File: src/rtl/addon_pkg.sv
// rtl/addon_pkg.sv - shared constants, types and helpers for the add/sub sharing controller
package addon_pkg;

   localparam int W_DEF       = 8;
   localparam int NUM_REQ_DEF = 4;

   localparam logic OP_ADD = 1'b0;
   localparam logic OP_SUB = 1'b1;

   // Occupancy of the single result register.
   typedef enum logic {
      ST_EMPTY = 1'b0,
      ST_FULL  = 1'b1
   } out_state_e;

   // Id width for n requesters; never less than one bit so ports stay legal.
   function automatic int addon_idw(input int n);
      int r;
      r = 1;
      for (int i = 1; i < 31; i++) begin
         if ((1 << i) < n) begin
            r = i + 1;
         end
      end
      return r;
   endfunction

endpackage

File: src/rtl/addon_rr_arb.sv
// rtl/addon_rr_arb.sv - round-robin arbiter with rotating priority pointer
module addon_rr_arb
   import addon_pkg::*;
#(
   parameter int NUM_REQ = NUM_REQ_DEF,
   parameter int IDW     = addon_idw(NUM_REQ)
) (
   input  logic               clk,
   input  logic               rst,
   input  logic [NUM_REQ-1:0] req,
   input  logic               advance,
   output logic [NUM_REQ-1:0] gnt,
   output logic [IDW-1:0]     gnt_idx,
   output logic               any_valid
);

   logic [IDW-1:0] ptr_q;
   logic [IDW-1:0] ptr_d;

   // Scan requesters starting at the pointer, wrapping, and pick the first valid one.
   always_comb begin : pick
      int  idx;
      logic found;
      idx     = 0;
      found   = 1'b0;
      gnt_idx = '0;
      gnt     = '0;
      for (int k = 0; k < NUM_REQ; k++) begin
         idx = int'(ptr_q) + k;
         if (idx >= NUM_REQ) begin
            idx = idx - NUM_REQ;
         end
         if (!found && req[idx]) begin
            found   = 1'b1;
            gnt_idx = IDW'(idx);
         end
      end
      if (found) begin
         gnt[gnt_idx] = 1'b1;
      end
      any_valid = found;
   end

   // Pointer moves just past the winner only when the grant is actually taken.
   always_comb begin : next_ptr
      int nxt;
      nxt   = int'(gnt_idx) + 1;
      if (nxt >= NUM_REQ) begin
         nxt = 0;
      end
      ptr_d = ptr_q;
      if (advance && any_valid) begin
         ptr_d = IDW'(nxt);
      end
   end

   // Pointer register; reset restarts priority at requester 0.
   always_ff @(posedge clk) begin
      if (rst) begin
         ptr_q <= '0;
      end else begin
         ptr_q <= ptr_d;
      end
   end

endmodule

File: src/rtl/addon_share_ctrl.sv
// rtl/addon_share_ctrl.sv - shares one add/sub datapath among requesters with a registered result stage
module addon_share_ctrl
   import addon_pkg::*;
#(
   parameter int W       = W_DEF,
   parameter int NUM_REQ = NUM_REQ_DEF,
   parameter int IDW     = addon_idw(NUM_REQ)
) (
   input  logic                 clk,
   input  logic                 rst,
   input  logic [NUM_REQ-1:0]   req_valid,
   output logic [NUM_REQ-1:0]   req_ready,
   input  logic [NUM_REQ-1:0]   req_op,
   input  logic [NUM_REQ*W-1:0] req_a,
   input  logic [NUM_REQ*W-1:0] req_b,
   output logic                 rsp_valid,
   input  logic                 rsp_ready,
   output logic [W-1:0]         rsp_sum,
   output logic                 rsp_carry,
   output logic [IDW-1:0]       rsp_id,
   output logic                 busy
);

   out_state_e         state_q, state_d;
   logic [W-1:0]       sum_q, sum_d;
   logic               carry_q, carry_d;
   logic [IDW-1:0]     id_q, id_d;

   logic [NUM_REQ-1:0] gnt;
   logic [IDW-1:0]     gnt_idx;
   logic               any_valid;
   logic               can_accept;
   logic               accept;

   logic               sel_op;
   logic [W-1:0]       sel_a;
   logic [W-1:0]       sel_b;
   logic [W-1:0]       b_eff;
   logic [W:0]         full_sum;

   addon_rr_arb #(
      .NUM_REQ (NUM_REQ),
      .IDW     (IDW)
   ) u_arb (
      .clk       (clk),
      .rst       (rst),
      .req       (req_valid),
      .advance   (accept),
      .gnt       (gnt),
      .gnt_idx   (gnt_idx),
      .any_valid (any_valid)
   );

   // Accept when the output stage is empty or drains this cycle; never while in reset.
   always_comb begin
      can_accept = (state_q == ST_EMPTY) || rsp_ready;
      accept     = can_accept && any_valid && !rst;
      req_ready  = accept ? gnt : '0;
   end

   // Route the winning requester's operands onto the shared adder.
   always_comb begin
      sel_op = OP_ADD;
      sel_a  = '0;
      sel_b  = '0;
      for (int i = 0; i < NUM_REQ; i++) begin
         if (IDW'(i) == gnt_idx) begin
            sel_op = req_op[i];
            sel_a  = req_a[i*W +: W];
            sel_b  = req_b[i*W +: W];
         end
      end
   end

   // Subtract as a + ~b + 1 so carry-out doubles as the "no borrow" flag.
   always_comb begin
      b_eff    = (sel_op == OP_SUB) ? ~sel_b : sel_b;
      full_sum = {1'b0, sel_a} + {1'b0, b_eff} + {{W{1'b0}}, sel_op};
   end

   // Output-stage next state: load on accept, drain on rsp_ready, otherwise hold.
   always_comb begin
      state_d = state_q;
      sum_d   = sum_q;
      carry_d = carry_q;
      id_d    = id_q;
      if (accept) begin
         state_d = ST_FULL;
         sum_d   = full_sum[W-1:0];
         carry_d = full_sum[W];
         id_d    = gnt_idx;
      end else if ((state_q == ST_FULL) && rsp_ready) begin
         state_d = ST_EMPTY;
      end
   end

   // Result register and occupancy state; reset discards any pending result.
   always_ff @(posedge clk) begin
      if (rst) begin
         state_q <= ST_EMPTY;
         sum_q   <= '0;
         carry_q <= 1'b0;
         id_q    <= '0;
      end else begin
         state_q <= state_d;
         sum_q   <= sum_d;
         carry_q <= carry_d;
         id_q    <= id_d;
      end
   end

   // Response outputs come straight from flops.
   always_comb begin
      rsp_valid = (state_q == ST_FULL);
      rsp_sum   = sum_q;
      rsp_carry = carry_q;
      rsp_id    = id_q;
      busy      = rsp_valid || (|req_valid);
   end

endmodule
File: config.mk
export PLATFORM = sky130hd
export DESIGN_NAME = addon_share_ctrl
export DESIGN_NICKNAME = d
export VERILOG_FILES = /design/src/rtl/addon_pkg.sv /design/src/rtl/addon_rr_arb.sv /design/src/rtl/addon_share_ctrl.sv
export SDC_FILE = /design/constraint.sdc
export NUM_CORES = 1
export LEC_CHECK = 0
export CORE_MARGIN = 3
export CORE_UTILIZATION = 25
export DETAILED_ROUTE_END_ITERATION = 8
export GPL_TIMING_DRIVEN = 0
export PLACE_DENSITY = 0.59
export SETUP_SLACK_MARGIN = 0.02
export SYNTH_ARGS = -nofsm -noshare
export SYNTH_HDL_FRONTEND = slang
export SYNTH_SLANG_ARGS = --single-unit
File: constraint.sdc
create_clock -name clk -period 5.75 [get_ports clk]
set_input_delay 1.15 -clock clk [delete_from_list [all_inputs] [get_ports clk]]
set_output_delay 1.15 -clock clk [all_outputs]
set_load 0.005 [all_outputs]
# Word-level counts from Yosys, hierarchy flattened
# Cells that the tools add are included.
op_classes:
  n_reduce_logical: 17
  n_lt_le_gt_ge: 11
  addsub: 10
  muxes: 44
  bitwise_logic: 2
  eq_ne: 3
ops:
  columns: ["operator", "n"]
  rows:
  - ["less-than comparator 32 x 4 -> 1 bit (second input constant)", 4]
  - ["2-to-1 mux 32 bit", 4]
  - [">= comparator 32 x 4 -> 1 bit (second input constant)", 3]
  - ["subtractor 32 x 4 -> 32 bit (second input constant)", 3]
  - ["2-to-1 mux 8 bit", 9]
  - ["2-to-1 mux 1 bit", 19]
  - ["2-to-1 mux 2 bit", 5]
  - ["adder 8 x 8 -> 9 bit", 1]
  - ["adder 9 x 1 -> 9 bit", 1]
  - ["binary-select mux 1 bit (select 2 bit)", 4]
  - ["logical AND 1 bit", 8]
  - ["2-to-1 mux 4 bit", 2]
  - ["NOT 8 bit", 1]
  - ["adder 2 x 1 -> 3 bit (second input constant)", 2]
  - ["adder 2 x 2 -> 3 bit (second input constant)", 2]
  - ["== test 2 bit (first input constant)", 2]
  - ["logical NOT 1 bit", 4]
  - ["OR reduction 4 bit", 1]
  - ["subtractor 2 x 3 -> 4 bit (second input constant)", 1]
  - [">= comparator 2 x 3 -> 1 bit (second input constant)", 1]
  - [">= comparator 3 bit (second input constant)", 1]
  - ["less-than comparator 2 x 3 -> 1 bit (second input constant)", 1]
  - ["demux 1 bit (select 2 bit)", 1]
  - ["== test 1 x 2 -> 1 bit (first input constant)", 1]
  - ["other kinds (5)", 6]
word_totals:
  register_bits: 14
  wordCells: 92

# Logic depth before layout (Yosys ltp)
# Gate-level depths: netlist of the first run.
logic_depth:
  word_depth: 24
  mapped_depth: 21
  mapped_depth_nobuf: 19

# Hierarchy
# A second synthesis of the first run with hierarchy kept.
hier_totals:
  cells_unflattened: 160
  area_unflattened_um2: 1569.0
by_module_without_submodules:
  columns: ["mod", "area_per_inst_um2", "cells_per_inst", "seq_area_each_um2", "instances"]
  rows:
  - ["addon_share_ctrl", 1290.0, 128, 240.2, 1]
  - ["addon_rr_arb", 279.0, 32, 40.0, 1]

# Least setup slack after synthesis of the first run
# Ideal clock, no wire load.
synth_timing:
  path_type: "input to register"
  from: "input port req_valid[3]"
  to: "register carry_q (netlist: rsp_carry)"
  n_path_buf: 2
  path_slack_ns: 1.393
  setup_time_ns: 0.124
  path_stages: 21
  arrival_time_ns: 4.233
  cell_sequence: "inv_1 > a22oi_1 > o221ai_1 > nor2_1 > inv_1 > ha_1 > nor2b_2 > buf_6 > buf_2 > a22oi_1 > nor2_1 > a21oi_1 > o21ai_0 > xor2_1 > fa_1 > a21o_1 > a21oi_1 > o21bai_1 > a21oi_1 > o21ai_0 > a21boi_0"
synth_between:
  elab_chain_cells: 22
  elab_cells_between_ends: 48
synth_rtl:
  columns: ["item", "line", "text"]
  rows:
  - ["start, declared", "addon_share_ctrl.sv:11", "input logic [NUM_REQ-1:0] req_valid,"]
  - ["binary-select mux 1 bit (select 2 bit)", "addon_rr_arb.sv:33", "if (!found && req[idx]) begin"]
  - ["2-to-1 mux 1 bit (not written as such) (2 in series)", "addon_rr_arb.sv:33", null]
  - ["2-to-1 mux 1 bit", "addon_rr_arb.sv:33", null]
  - ["logical NOT 1 bit", "addon_rr_arb.sv:33", null]
  - ["logical AND 1 bit", "addon_rr_arb.sv:33", null]
  - ["2-to-1 mux 1 bit", "addon_rr_arb.sv:33", null]
  - ["logical NOT 1 bit", "addon_rr_arb.sv:33", null]
  - ["logical AND 1 bit", "addon_rr_arb.sv:33", null]
  - ["[3 not listed]", null, null]
  - ["2-to-1 mux 2 bit (*)", "addon_rr_arb.sv:33", null]
  - ["via gnt_idx[0]", "addon_share_ctrl.sv:30", "logic [IDW-1:0] gnt_idx;"]
  - ["logical NOT 2 bit", "addon_share_ctrl.sv:67", "if (IDW'(i) == gnt_idx) begin"]
  - ["2-to-1 mux 8 bit (4 in series)", "addon_share_ctrl.sv:67", null]
  - ["NOT 8 bit", "addon_share_ctrl.sv:77", "b_eff = (sel_op == OP_SUB) ? ~sel_b : sel_b;"]
  - ["2-to-1 mux 8 bit", "addon_share_ctrl.sv:77", null]
  - ["adder 8 x 8 -> 9 bit", "addon_share_ctrl.sv:78", "full_sum = {1'b0, sel_a} + {1'b0, b_eff} + {{W{1'b0}}, sel_op};"]
  - ["adder 9 x 1 -> 9 bit (*)", "addon_share_ctrl.sv:78", null]
  - ["end signal, assigned", "addon_share_ctrl.sv:107", "carry_q <= carry_d;"]
  - ["end, declared", "addon_share_ctrl.sv:26", "logic carry_q, carry_d;"]
# Mark *: on every way through the listed nets, which the timed path passes. The rest lies on a longest branch. The select of a mux whose other input is x is not followed.
# A chain may end at the register's enable or synchronous reset.

# Worst setup path after layout of the first run
layout_timing:
  from: "input port req_valid[1]"
  to: "output port req_ready[2]"
layout_between:
  elab_chain_cells: 19
  elab_cells_between_ends: 35
layout_rtl:
  columns: ["item", "line", "text"]
  rows:
  - ["binary-select mux 1 bit (select 2 bit)", "addon_rr_arb.sv:33", null]
  - ["2-to-1 mux 1 bit (not written as such) (2 in series)", "addon_rr_arb.sv:33", null]
  - ["2-to-1 mux 1 bit", "addon_rr_arb.sv:33", null]
  - ["logical NOT 1 bit", "addon_rr_arb.sv:33", null]
  - ["logical AND 1 bit", "addon_rr_arb.sv:33", null]
  - ["2-to-1 mux 1 bit", "addon_rr_arb.sv:33", null]
  - ["logical NOT 1 bit", "addon_rr_arb.sv:33", null]
  - ["logical AND 1 bit", "addon_rr_arb.sv:33", null]
  - ["[3 not listed]", null, null]
  - ["2-to-1 mux 2 bit (*)", "addon_rr_arb.sv:33", null]
  - ["via gnt_idx[0]", "addon_share_ctrl.sv:30", null]
  - ["less-than comparator 2 x 3 -> 1 bit (not written as such) or >= comparator 2 x 1 -> 1 bit (tied branches)", "addon_rr_arb.sv:39", "gnt[gnt_idx] = 1'b1;"]
  - ["logical AND 1 bit (not written as such)", "addon_rr_arb.sv:39", null]
  - ["2-to-1 mux 1 bit (not written as such)", "addon_rr_arb.sv:39", null]
  - ["demux 1 bit (select 2 bit) (*)", null, null]
  - ["2-to-1 mux 4 bit (*)", "addon_rr_arb.sv:38", "if (found) begin"]
  - ["2-to-1 mux 4 bit (*)", "addon_share_ctrl.sv:58", "req_ready = accept ? gnt : '0;"]
  - ["end, declared", "addon_share_ctrl.sv:12", "output logic [NUM_REQ-1:0] req_ready,"]
# Marked as above.

==> out/metrics.cfg, run 1 <==
[status]
status = finished, final reports clean

[clock_network]
cts_resized = 0
worstSkewPairLatency_ns = 0.25
htreeDepth = 1
cts_tree = done
cts_hold_buf = 0
cts_setup_buffers = 0
cts_root_buffer = clkbuf_8
cts_buffers = 3
clkSinkCount = 14
cts_buffer_depth = 2
cts.clk_slew.worst_paths_ns = 0.06

[sta]
clock.fmax_mhz = 191
slew_violations = 0
skew_ns = 0.00218
finalCritPeriodShare_pct = 91.2
layout_setup_ws_ns = 0.503
period_needed_ns = 5.25
setup_tns_ns = 0
relSlewSlack_pct = 60.2
worstMarginPinSlew_ns = 0.593
rsz0062_at_grt = no
setup_violations = 0
hold_violations = 0

[cells_and_area]
area.growth.synth_to_final_pct = 68.0
nNetsFinal = 402
layout_common_cells = 91 x clkdlybuf4s50_1, 23 x a21oi_1, 23 x o21ai_0
antennaDiodeCount = 0
layout_commonest_cell = clkdlybuf4s50_1
design_area_um2 = 2620
fin_cells = 389
drive_gt1_share_pct = 6.37

[placement]
portBuffers = 91
dp_hpwl_mm = 4.34
dp.cells = 385
gp_congestion = 0.836
place_ws_ns = 0.336
place_area_um2 = 2560

[worst_setup_path]
start_kind = input port
r2r-end = rsp_carry$_SDFFE_PP0P_
reg2reg_depth = 21
endpoint_kind = output port
r2r-start = u_arb.ptr_q[1]$_SDFFE_PP0P_
critical_path_required_ns = 4.60
path_max_fanout = 10
arrival_ns = 4.10
critPathKind = input port to output port
rrSetupSlack_ns = 1.73

[global_routing]
overflow = 0
grt_pass1_wl_mm = 8.61
grt_usage_pct = 14.3
grt_pass1_vias = 1928
grt_antenna_before_repair = 0
grt_max_degree = 11

[floorplan]
die_width_um = 84.9
row_count = 28
ios = 92
core_area_um2 = 5990
initial_core_util_pct = 26.0
die_area_um2 = 7210
dieHeight_um = 84.9

[routing]
drtAntennaViolNets = 0
dr_wl_met2_mm = 2.24
top_layer_used = met4
route.met3.wl_um = 439
drc = 0
wirelength_mm = 5.00
first_pass_iters = 4
via_per_inst = 4.72
routedWlPerCell_um = 12.9
drt_iter0_drc = 54
via_count = 1837
wl_met1_mm = 2.25

[synthesis]
synth_seq_area_share_pct = 18.0
synth_flop_cell = dfxtp_1
synthCells = 219
syn_avg_cell_area_um2 = 7.11
syn_nets = 306
synth_edf_count = 0
async_flop_share_pct = 0
syn_area_um2 = 1560
ys_types = 43
synth-seq-cells = 14
ys.warnings.count = 0

[min_path]
hp-class = flop to flop
holdCritStartpoint = rsp_sum[1]$_SDFFE_PP0P_
whs_path_depth = 2
holdPathEnd = rsp_sum[1]$_SDFFE_PP0P_

[power]
peakVddDrop_uv = 114
leakage_nw = 1.03
powerDensity_nw_per_um2 = 362

[flow_run]
cap_violations = 0

critical path, stage by stage:
cell,delay [ns]
clkdlybuf4s50_1,0.48
nor4_2,0.52
nor2_1,0.18
inv_1,0.12
ha_1,0.24
clkbuf_1,0.34
clkbuf_1,0.37
and2_1,0.19
clkdlybuf4s50_1,0.50
per-stage QoR:
step	util, %	hold WS [ns]	total power [W]
2_1_floorplan	-	0.450	0.000636
3_3_place_gp	42.8	0.462	0.000855
3_5_place_dp	42.8	0.462	0.000861
4_1_cts	43.7	0.472	0.000960
5_1_grt	43.7	0.497	0.00106
6_report	43.7	0.470	0.000949
sequential cells by signal, summed over array words and instances (netlist names):
| signal | cells |
|---|---|
| rsp_sum | 8 |
| rsp_id | 2 |
| u_arb.ptr_q | 2 |
| rsp_carry | 1 |
| rsp_valid | 1 |
how the worst max path moves through the flow:
stage                            start                       to
after CTS                 req_valid[1]             req_ready[2]
after detailed placement  req_valid[1]  rsp_sum[6]$_SDFFE_PP0P_
after floorplan           req_valid[3]   rsp_carry$_SDFFE_PP0P_
after global routing      req_valid[0]  rsp_sum[6]$_SDFFE_PP0P_
after global placement    req_valid[1]  rsp_sum[6]$_SDFFE_PP0P_
final                     req_valid[1]             req_ready[2]
logic make-up after synthesis:
kind of cell	after synthesis	synth area share, %
fa+ha+maj	12	10.1
compound gates	86	36.5
flops	14	18.0
mux	2	1.53
xor+xnor	11	6.18
simple gates	71	21.2
buf+inv	23	6.51
power by group:
part           leakage (nW)  switching [W]  total [W]  internal [W]
clock network        0.0288      0.0000357  0.0000964     0.0000607
logic                 0.886       0.000363   0.000705      0.000342
registers             0.117      0.0000171   0.000147      0.000130
total                  1.03       0.000416   0.000949      0.000533
layout make-up:
class                   count  area (um^2)
clock buffers               4         55.1
well taps                  75         93.8
plain buffers              13         63.8
repair buffers             91          911
fillers                   623         3370
flip-flops and latches     14          280
multi-input cells         182         1180
inverters                  10         37.5
metal layers:
metal | GRT usage, % | vias to the layer above
met4 | 4.32 | 0
met3 | 3.88 | 4
li1 | - | 980
met1 | 16.9 | 787
met2 | 25.2 | 66
met5 | 0 | -
Yosys cell counts (2+ instances only):
master	number	area share (%)
a211oi_1	2	0.96
a21o_1	2	0.96
a21oi_1	23	7.4
a22oi_1	16	7.7
and2_1	3	1.2
buf_2	6	1.9
clkbuf_1	6	1.4
dfxtp_1	14	18
ha_1	11	8.8
inv_1	9	2.2
nand2_1	22	5.3
nand2b_1	4	1.6
nand3_1	10	3.2
nor2_1	21	5.1
nor2b_1	2	0.80
nor3_1	2	0.64
o2111ai_1	2	1.1
o211ai_1	2	0.96
o211ai_2	2	1.6
o21a_1	2	0.96
o21ai_0	23	7.4
o22ai_1	3	1.2
or3_1	3	1.2
xnor2_1	4	2.2
xor2_1	7	3.9
(Power assumes the default switching activity.)
==> run 2, diff against run 1 <==
--- a/config.mk
+++ b/config.mk
@@ -5,6 +5,7 @@
 export SDC_FILE = /design/constraint.sdc
 export NUM_CORES = 1
 export LEC_CHECK = 0
+export CORE_ASPECT_RATIO = 0.7
 export CORE_MARGIN = 3
 export CORE_UTILIZATION = 25
 export DETAILED_ROUTE_END_ITERATION = 8
==> run 2 against run 1 <==
Against the previous run:
- register-to-register slack got worse by 0.08 ns
- power rose by 0.33%
- combinational power barely moved
- non-clock buffer count did not move
- clock skew fell by 0.0011 ns
- maximum frequency fell by 2.0%
- global-route usage rose by 0.38 points
- highest routed layer unchanged
==> out/metrics.cfg, run 2 (synthesized netlist as in run 1, its figures left out) <==
[clock_network]
cts_hold_buf = 0  ; unchanged
cts_setup_buffers = 0  ; unchanged
cts_resized = 0  ; unchanged
cts.clk_slew.worst_paths_ns = 0.06  ; about the same
cts_root_buffer = clkbuf_8  ; unchanged
clkSinkCount = 14  ; unchanged
worstSkewPairLatency_ns = 0.25  ; about the same
htreeDepth = 1  ; unchanged
cts_buffers = 3  ; unchanged
cts_tree = done  ; unchanged
cts_buffer_depth = 2  ; unchanged

[worst_setup_path]
endpoint_kind = output port  ; unchanged
path_max_fanout = 10  ; unchanged
start_kind = input port  ; unchanged
reg2reg_depth = 21  ; unchanged
rrSetupSlack_ns = 1.65  ; was 1.73 ns
critPathKind = input port to output port  ; unchanged
arrival_ns = 4.20  ; was 4.10 ns
critical_path_required_ns = 4.60  ; about the same

[cells_and_area]
area.growth.synth_to_final_pct = 68.0  ; unchanged
fin_cells = 389  ; unchanged
largest_reg_flops = 8  ; unchanged
layout_commonest_cell = clkdlybuf4s50_1  ; unchanged
drive_gt1_share_pct = 6.37  ; unchanged
antennaDiodeCount = 0  ; unchanged
nNetsFinal = 402  ; unchanged
design_area_um2 = 2620  ; unchanged
layout_common_cells = 91 x clkdlybuf4s50_1, 23 x a21oi_1, 23 x o21ai_0  ; unchanged
fillers = 628  ; was 623
register_area_um2 = 280  ; unchanged
multi_input_area_um2 = 1180  ; unchanged

[global_routing]
overflow = 0  ; unchanged
grt_usage_pct = 14.7  ; was 14.3%
grt_max_degree = 11  ; unchanged
grt_pass1_vias = 1848  ; was 1,928
grt_antenna_before_repair = 0  ; unchanged
grt_pass1_wl_mm = 8.70  ; was 8.61 mm

[routing]
drc = 0  ; unchanged
first_pass_iters = 4  ; unchanged
wirelength_mm = 5.34  ; was 5.00 mm
routedWlPerCell_um = 13.7  ; was 12.9 um
via_count = 1909  ; was 1,837
drtAntennaViolNets = 0  ; unchanged
via_per_inst = 4.91  ; was 4.72
drt_iter0_drc = 57  ; was 54

[placement]
dp.cells = 385  ; unchanged
place_area_um2 = 2560  ; unchanged
gp_congestion = 0.770  ; was 0.836
place_ws_ns = 0.201  ; was 0.336 ns
portBuffers = 91  ; unchanged
dp_hpwl_mm = 4.48  ; was 4.34 mm

[sta]
skew_ns = 0.00110  ; was 0.00218 ns
period_needed_ns = 5.35  ; was 5.25 ns
setup_tns_ns = 0  ; unchanged
finalCritPeriodShare_pct = 93.1  ; was 91.2%
holdWs_ns = 0.470  ; about the same
worstMarginPinSlew_ns = 0.612  ; was 0.593 ns
clock.fmax_mhz = 187  ; was 191 MHz
slew_violations = 0  ; unchanged
relSlewSlack_pct = 58.9  ; was 60.2%
setup_violations = 0  ; unchanged
hold_violations = 0  ; unchanged
rsz0062_at_grt = no  ; unchanged
layout_setup_ws_ns = 0.398  ; was 0.503 ns

[status]
status = finished, final reports clean  ; unchanged

[power]
peakVddDrop_uv = 144  ; was 114 uV
powerDensity_nw_per_um2 = 364  ; was 362 nW/um^2
leakage_nw = 1.03  ; unchanged

[floorplan]
row_count = 23  ; was 28
dieHeight_um = 72.0  ; was 84.9 um
core_area_um2 = 5870  ; was 5990 um^2
die_area_um2 = 7230  ; was 7210 um^2
initial_core_util_pct = 26.5  ; was 26.0%
die_width_um = 100  ; was 84.9 um
ios = 92  ; unchanged

[flow_run]
cap_violations = 0  ; unchanged

[min_path]
whs_path_depth = 2  ; unchanged
hp-class = flop to flop  ; unchanged

run 2: cell counts in the layout (fill, tap and decap cells not counted):
Identical to the previous run, type by type.
run 2: report_power, final:
group	switching (W)	total, W	internal [W]
Combinational	0.000364	0.000705	0.000341
Clock	0.0000380	0.0000988	0.0000608
Sequential	0.0000183	0.000148	0.000130
Total	0.000420	0.000952	0.000532
run 2: metal layers:
| metal | GRT usage, % | part of all wire [%] |
|---|---|---|
| met1 | 20.7 | 50 |
| met2 | 22.7 | 42 |
| met3 | 4.32 | 6.8 |
| met4 | 2.39 | 0.58 |
| met5 | 0 | 0 |
run 2: through the flow:
stage	total power, W	util [%]
3_3_place_gp	0.000853	43.6
3_5_place_dp	0.000857	43.6
4_1_cts	0.000963	44.6
5_1_grt	0.00106	44.6
6_report	0.000952	44.6
2_1_floorplan	0.000636	-
run 2: worst paths after layout:
path	from	to
max	req_valid[1]	req_ready[2]
min	rsp_sum[0]$_SDFFE_PP0P_	rsp_sum[0]$_SDFFE_PP0P_
max reg2reg	u_arb.ptr_q[1]$_SDFFE_PP0P_	rsp_sum[6]$_SDFFE_PP0P_
min reg2reg	rsp_sum[0]$_SDFFE_PP0P_	rsp_sum[0]$_SDFFE_PP0P_
run 2: layout make-up:
type / count / area share (%)
Buffer: 13 / 2.44
Clock buffer: 4 / 2.10
Inverter: 10 / 1.43
Multi-Input combinational cell: 182 / 44.9
Sequential cell: 14 / 10.7
Tap cell: 75 / 3.59
Timing Repair Buffer: 91 / 34.8
run 2: worst max-delay path, stage by stage:
cell and delay (ns):
clkdlybuf4s50_1 0.49, nor4_2 0.52, nor2_1 0.19, inv_1 0.12, ha_1 0.23, clkbuf_1 0.37, clkbuf_1 0.41, and2_1 0.20
clkdlybuf4s50_1 0.51
